[src/rtl/serial_pkg.sv]
// Shared defaults and helpers for the serial datapath blocks.
// Bundled with the pattern detector and its saturating counter.
package serial_pkg;

    localparam int               SERIAL_WIDTH_DEFAULT       = 4;
    localparam logic [3:0]       SERIAL_PATTERN_DEFAULT     = 4'b1011;
    localparam int               SERIAL_COUNT_WIDTH_DEFAULT = 8;

    // Bits needed to count sampled bits from 0 up to and including width.
    function automatic int fill_width(input int width);
        return $clog2(width + 1);
    endfunction

endpackage : serial_pkg

[src/rtl/serial_pattern_detector_sat_counter.sv]
// Saturating event counter with a sticky saturation flag.
// Reset and clear both return it to zero; reset takes priority.
module sat_counter #(
    parameter int COUNT_WIDTH = 8
) (
    input  logic                   clock,
    input  logic                   reset_n,
    input  logic                   clear,
    input  logic                   inc,
    output logic [COUNT_WIDTH-1:0] count,
    output logic                   sat
);

    localparam logic [COUNT_WIDTH-1:0] COUNT_MAX = '1;

    logic [COUNT_WIDTH-1:0] count_q;
    logic [COUNT_WIDTH-1:0] count_d;
    logic                   sat_q;
    logic                   sat_d;

    always_comb begin
        count_d = count_q;
        sat_d   = sat_q;
        if (inc && (count_q != COUNT_MAX)) begin
            count_d = count_q + 1'b1;
            // The flag rises on the same edge the count reaches all-ones.
            if (count_d == COUNT_MAX) begin
                sat_d = 1'b1;
            end
        end
    end

    always_ff @(posedge clock) begin
        if (!reset_n || clear) begin
            count_q <= '0;
            sat_q   <= 1'b0;
        end else begin
            count_q <= count_d;
            sat_q   <= sat_d;
        end
    end

    assign count = count_q;
    assign sat   = sat_q;

endmodule : sat_counter

[src/rtl/serial_pattern_detector.sv]
// Detects a WIDTH-bit pattern in a gated serial stream, overlaps allowed.
// Every output is registered; match pulses one cycle after the completing bit.
module serial_pattern_detector
    import serial_pkg::*;
#(
    parameter int               WIDTH       = SERIAL_WIDTH_DEFAULT,
    parameter logic [WIDTH-1:0] PATTERN     = WIDTH'(SERIAL_PATTERN_DEFAULT),
    parameter int               COUNT_WIDTH = SERIAL_COUNT_WIDTH_DEFAULT
) (
    input  logic                   clock,
    input  logic                   reset_n,
    input  logic                   bit_in,
    input  logic                   bit_valid,
    input  logic                   clear,
    output logic                   match,
    output logic [COUNT_WIDTH-1:0] match_count,
    output logic                   count_sat,
    output logic [WIDTH-1:0]       history
);

    localparam int               FILL_W   = fill_width(WIDTH);
    localparam logic [FILL_W-1:0] FILL_MAX = FILL_W'(WIDTH);
    localparam logic [FILL_W-1:0] FILL_ARM = FILL_W'(WIDTH - 1);

    // Qualifier: bit_in is consumed on exactly those rising edges where
    // bit_valid=1 and neither reset_n=0 nor clear=1; there is no back-pressure,
    // and bits presented with bit_valid=0 are ignored without affecting state.
    logic [WIDTH-1:0]  history_q;
    logic [WIDTH-1:0]  history_d;
    logic [FILL_W-1:0] fill_q;
    logic [FILL_W-1:0] fill_d;
    logic              match_q;
    logic              match_d;
    logic [WIDTH-1:0]  shifted;
    logic              hit;

    always_comb begin
        shifted   = {history_q[WIDTH-2:0], bit_in};
        // The fill guard keeps power-up zeros from matching an all-zero pattern.
        hit       = bit_valid && (fill_q >= FILL_ARM) && (shifted == PATTERN);
        history_d = history_q;
        fill_d    = fill_q;
        match_d   = 1'b0;
        if (bit_valid) begin
            history_d = shifted;
            match_d   = hit;
            if (fill_q != FILL_MAX) begin
                fill_d = fill_q + 1'b1;
            end
        end
    end

    always_ff @(posedge clock) begin
        if (!reset_n || clear) begin
            history_q <= '0;
            fill_q    <= '0;
            match_q   <= 1'b0;
        end else begin
            history_q <= history_d;
            fill_q    <= fill_d;
            match_q   <= match_d;
        end
    end

    sat_counter #(
        .COUNT_WIDTH(COUNT_WIDTH)
    ) u_match_counter (
        .clock  (clock),
        .reset_n(reset_n),
        .clear  (clear),
        .inc    (hit),
        .count  (match_count),
        .sat    (count_sat)
    );

    assign match   = match_q;
    assign history = history_q;

endmodule : serial_pattern_detector

[config.mk]
export PLATFORM = sky130hd
export DESIGN_NAME = serial_pattern_detector
export DESIGN_NICKNAME = d
export VERILOG_FILES = /design/src/rtl/serial_pkg.sv /design/src/rtl/serial_pattern_detector_sat_counter.sv /design/src/rtl/serial_pattern_detector.sv
export SDC_FILE = /design/constraint.sdc
export NUM_CORES = 1
export LEC_CHECK = 0
export CAP_MARGIN = 20
export CORE_MARGIN = 5
export CORE_UTILIZATION = 44
export DETAILED_ROUTE_END_ITERATION = 16
export GPL_ROUTABILITY_DRIVEN = 1
export PLACE_DENSITY = 0.81
export SLEW_MARGIN = 0
export SYNTH_ARGS = -nofsm -noshare
export SYNTH_HDL_FRONTEND = slang
export SYNTH_HIERARCHICAL = 1
export SYNTH_SLANG_ARGS = --single-unit
[constraint.sdc]
create_clock -name clock -period 1.85 [get_ports clock]
set_clock_uncertainty 0.2 [all_clocks]
set_input_delay 0.555 -clock clock [delete_from_list [all_inputs] [get_ports clock]]
set_output_delay 0.555 -clock clock [all_outputs]
set_load 0.03 [all_outputs]
== Word level (Yosys, flattened, before mapping) ==
Index checks and enable logic that the tools add are counted.

* Register bits after elaboration: 17
* Word-level logic and storage cells: 21
* Input bits: 5

* Magnitude comparators: 1
* $add $sub $neg: 2
* Reductions and logical operators: 8
* Bitwise gates (word level): 1
* Eq/ne operators: 4

{| class="wikitable"
|+ Operators with widths
! cell !! number
|-
| adder 8 x 1 -> 8 bit (second input constant) || 1
|-
| equality test 8 bit (second input constant) || 1
|-
| != test 8 bit (second input constant) || 1
|-
| equality test 4 bit (second input constant) || 1
|-
| AND reduction 2 bit || 2
|-
| adder 3 x 1 -> 3 bit (second input constant) || 1
|-
| >= comparator 3 x 2 -> 1 bit (second input constant) || 1
|-
| logical AND 1 bit || 3
|-
| != test 3 bit (second input constant) || 1
|-
| OR reduction 2 bit || 1
|-
| zero test 1 bit || 1
|-
| logical OR 1 bit || 1
|-
| NOT 1 bit || 1
|}

== Logic depth before layout (Yosys ltp) ==
* Depth after elaboration: 5
* Depth in mapped cells: 8
* Mapped depth without buffers: 7

== By module ==
The synthesis kept the hierarchy.

{| class="wikitable"
|+ Modules (own cells, without submodules)
! module !! area an instance (um^2) !! cells an instance !! instances
|-
| sat_counter || 530.5 || 56 || 1
|-
| serial_pattern_detector || 381.6 || 37 || 1
|}

== Least setup slack after synthesis ==
No wires, ideal clock.

* Path type: input-to-reg
* From: input port bit_valid
* To: register u_match_counter.count_q[4], in the netlist u_match_counter/count[4]
* Required time: 1.559 ns
* Cell stages on the path: 6
* Data arrival time: 1.592 ns
* Setup time: 0.091 ns
* Setup slack: -0.033 ns
* Cells stage by stage: buf_6 nand3_2 nor4b_2 buf_2 a41oi_1 a311oi_1

* Cells in the longest elaborated chain, start to end: 3

{| class="wikitable"
|+ RTL lines
! item !! RTL line !! text
|-
| from (decl) || serial_pattern_detector.sv:13 || <nowiki>input logic bit_valid,</nowiki>
|-
| logical AND 1 bit (2 in a row) || serial_pattern_detector.sv:40 || <nowiki>hit = bit_valid && (fill_q >= FILL_ARM) && (shifted == PATTERN);</nowiki>
|-
| via hit || serial_pattern_detector.sv:35 || <nowiki>logic hit;</nowiki>
|-
| logical AND 1 bit || serial_pattern_detector_sat_counter.sv:24 || <nowiki>if (inc && (count_q != COUNT_MAX)) begin</nowiki>
|-
| to (signal assigned) || serial_pattern_detector_sat_counter.sv:38 || <nowiki>count_q <= count_d;</nowiki>
|-
| to (decl) || serial_pattern_detector_sat_counter.sv:16 || <nowiki>logic [COUNT_WIDTH-1:0] count_q;</nowiki>
|}

The timed path passes the listed nets, and every way through them passes these cells.
A chain may end at the register's enable or synchronous reset.

== Worst setup path after layout ==
* From: register fill_q[0]
* To: register u_match_counter.count_q[0], in the netlist u_match_counter/count[0]

* Cells in the longest elaborated chain, start to end: 4

{| class="wikitable"
|+ RTL lines
! item !! RTL line !! text
|-
| from (decl) || serial_pattern_detector.sv:30 || <nowiki>logic [FILL_W-1:0] fill_q;</nowiki>
|-
| from (signal assigned) || serial_pattern_detector.sv:60 || <nowiki>fill_q <= fill_d;</nowiki>
|-
| >= comparator 3 x 2 -> 1 bit || serial_pattern_detector.sv:40 ||
|-
| logical AND 1 bit (2 in a row) || serial_pattern_detector.sv:40 ||
|-
| via hit || serial_pattern_detector.sv:35 ||
|-
| logical AND 1 bit || serial_pattern_detector_sat_counter.sv:24 ||
|}

The timed path passes the listed nets, and every way through them passes these cells.

==> flow_metrics.py <==
metrics = {
    "floorplan": {
        "die_y_um": 55.5,
        "rows": 16,
        "start_util": 0.465,
        "dieWidth_um": 55.5,
        "dieArea_mm2": 0.00308,
        "ios": 19,
        "core_mm2": 0.00196,
    },
    "routing": {
        "viasPerCell": 5.60,
        "route.detailed.drc": 0,
        "dr.pass1.iters": 4,
        "avgRoutedWirePerCell_um": 14.4,
        "wirelength_mm": 2.15,
        "vias": 834,
        "postRouteAntennaNets": 0,
        "drt_iter0_drc": 17,
    },
    "clock_tree": {
        "cts_tree": "yes",
        "clk_latency_ns": 0.29,
        "clkSinkCount": 17,
        "h-tree-depth": 1,
        "cts_buffers": 3,
        "root_buffer": "clkbuf_4",
        "clockBufferDepth": 2,
        "holdBufCountCts": 0,
        "path_clk_slew_ns": 0.10,
    },
    "timing": {
        "whs_ns": 0.276,
        "drv_slew": 0,
        "rsz0062_at_grt": "true",
        "fmax_mhz": 535,
        "finalSetupViolCount": 2,
        "hold_violations": 0,
        "fin_setup_tns_ns": -0.0282,
        "layout_setup_ws_ns": -0.0176,
        "worst_pin_slew_ns": 0.310,
        "period_needed_ns": 1.87,
        "slew_headroom": 0.793,
        "period_share": 1.01,
    },
    "synthesis": {
        "syn_area_um2": 912,
        "ys_types": 37,
        "syn_nets": 103,
        "synth_top_area_share": 0.373,
        "netlist_instances": 93,
        "synth_warnings": 6,
        "yosysSeqAreaShare": 0.373,
        "synthArstFlopShare": 0,
        "synth_area_leaders": "dfxtp_1, mux2i_1, ha_1",
        "synthFlopType": "dfxtp_1",
        "syn-mean-instance-area_um2": 9.81,
        "synth-seq-cells": 17,
        "synth_edf_count": 0,
        "synth_top_area_cell": "dfxtp_1",
    },
    "run_status": {
        "violations": "negative setup slack",
        "outcome": "finished, violations left",
    },
    "setup_path": {
        "path_delay_family": "flip-flops",
        "critPathLaunchType": "flop",
        "path_buf_inv": 1,
        "r2r_setup_slack_ns": -0.02,
        "worstPathMaxFanout": 8,
        "cp.required_ns": 1.87,
        "worstPathArrival_ns": 1.88,
        "crit_chain": "ha_4 -> ha_4 -> a211oi_2 -> nor4b_4 -> buf_4 -> a21boi_4 -> mux2i_1",
        "cp_slowest_cell": "dfxtp_2",
        "endpoint_kind": "flop",
        "slowest_delay_ns": 0.36,
        "worst_path_most_repeated_cell": "ha_4",
        "critPathKind": "flop to flop",
    },
    "global_routing": {
        "gr-usage-all-layers": 0.141,
        "global_route.overflow_total": 0,
        "grt_pass1_vias": 850,
        "grt_max_degree": 10,
        "grt_pass1_wl_mm": 3.66,
        "antenna_found_initial": 0,
    },
    "job": {
        "drv_cap": 0,
    },
    "power": {
        "ir_worst_vdd_mv": 0.343,
        "cellLeakagePower_uw": 0.000526,
        "power.internal_uw": 475,
        "p_comb_frac": 0.077,
        "p_per_area_mw_per_mm2": 498,
        "switching_share": 0.227,
        "seqPwrFrac": 0.603,
        "switching_power_uw": 139,
        "clkPwrFrac": 0.320,
    },
    "layout": {
        "fin_nets": 133,
        "diodes": 0,
        "design_area_mm2": 0.00123,
        "register_area_um2": 345,
        "fillers": 199,
        "drive_above_1_share": 0.328,
        "area_growth_pct": 35.4,
        "multi_input_area_um2": 578,
    },
    "hold_path": {
        "hp-class": "flop to flop",
    },
    "placement": {
        "dpl.hpwl_mm": 1.55,
        "place_area_mm2": 0.00116,
        "gp_congestion": 0.871,
        "port_buffers": 18,
        "dp_slack_ns": -0.477,
    },
}
-- synthesized netlist by cell type (2+ instances only) --
| cell | instances |
|---|---|
| inv_1 | 5 |
| and4_1 | 2 |
| buf_2 | 2 |
| and3_1 | 2 |
| a21boi_2 | 2 |
| nand3_1 | 3 |
| nand4_1 | 2 |
| ha_1 | 5 |
| nand2b_1 | 3 |
| dfxtp_1 | 17 |
| mux2i_1 | 7 |
| xnor2_1 | 3 |
| nand2_1 | 4 |
| o211ai_1 | 2 |
| nor2_1 | 6 |
| a21oi_1 | 5 |
| nor3_1 | 3 |
-- timing repair --
item                       in CTS  in global routing
setup endpoints to repair      14                 11
gates cloned                    0                  0
resized for setup              14                  5
setup buffers                   1                  0
pin swaps                       3                  0
-- power by group through the flow --
stage	clock [uW]	combinational, uW	sequential, uW
floorplan	0	24.2	381
global placement	0	47.4	378
detailed placement	0	48.5	378
CTS	200	47.1	371
global route	225	52.0	371
finish	197	47.3	371
-- state kept, by name, summed over array words and instances (netlist names) --
register / count
match: 1
fill_q: 3
history: 4
u_match_counter/sat: 1
u_match_counter/count: 8
-- worst min-delay path, delay by kind of cell (launching register included) --
family	cells	cell delay (ns)
AO/OA/AOI/OAI	1	0.05
AND/OR/NAND/NOR	1	0.06
flip-flops	1	0.34
-- metal layers --
| layer | vias to the layer above | part of all wire | track usage |
|---|---|---|---|
| li1 | 401 | - | - |
| met1 | 394 | 0.44 | 0.169 |
| met2 | 35 | 0.49 | 0.242 |
| met3 | 4 | 0.058 | 0.0350 |
| met4 | 0 | 0.013 | 0.0521 |
| met5 | - | 0 | 0 |
-- cell usage in the layout (no fill, tap or decap), types with 3 or more instances in the layout --
cell type and count:
dfxtp_2 4, inv_1 5, nor3_1 3, buf_4 20, nand3_1 3, dfxtp_1 13, nand2b_1 3, xnor2_1 3
clkbuf_4 3, nand2_1 4, mux2i_1 7, dlygate4sd2_1 6, a21oi_1 5, nor2_1 6, ha_1 3
-- cell type report --
cell class / count / share of cell area
Timing Repair Buffer: 29 / 0.188
Multi-Input combinational cell: 67 / 0.468
Tap cell: 27 / 0.0274
Clock buffer: 4 / 0.0213
Inverter: 5 / 0.0152
Sequential cell: 17 / 0.280
-- through the flow --
step           utilization  power, uW  cells
4_1_cts              0.624        618    149
3_3_place_gp         0.593        425    144
3_5_place_dp         0.593        427    144
5_1_grt              0.629        648    149
6_report             0.629        615    149
2_1_floorplan            -        405     93
-- path summary, 6_finish.rpt --
| check | startpoint | end | depth (start not counted) |
|---|---|---|---|
| worst max-delay path | fill_q[0] | u_match_counter/count[0] | 7 |
| worst min-delay path | u_match_counter/sat | u_match_counter/sat | 2 |
| worst max register to register | fill_q[0] | u_match_counter/count[0] | 7 |
| worst min register to register | u_match_counter/sat | u_match_counter/sat | 2 |
-- cell families (layout without fill, tap and decap cells) --
kind of cell,after synthesis,count (layout),synth area share
flops,17,17,0.373
compound gates,17,17,0.140
xor+xnor,3,3,0.0288
simple gates,35,35,0.261
fa+ha+maj,5,5,0.0686
mux,7,7,0.0768
buf+inv,9,38,0.0521
Power figures use the tool's default switching activity.
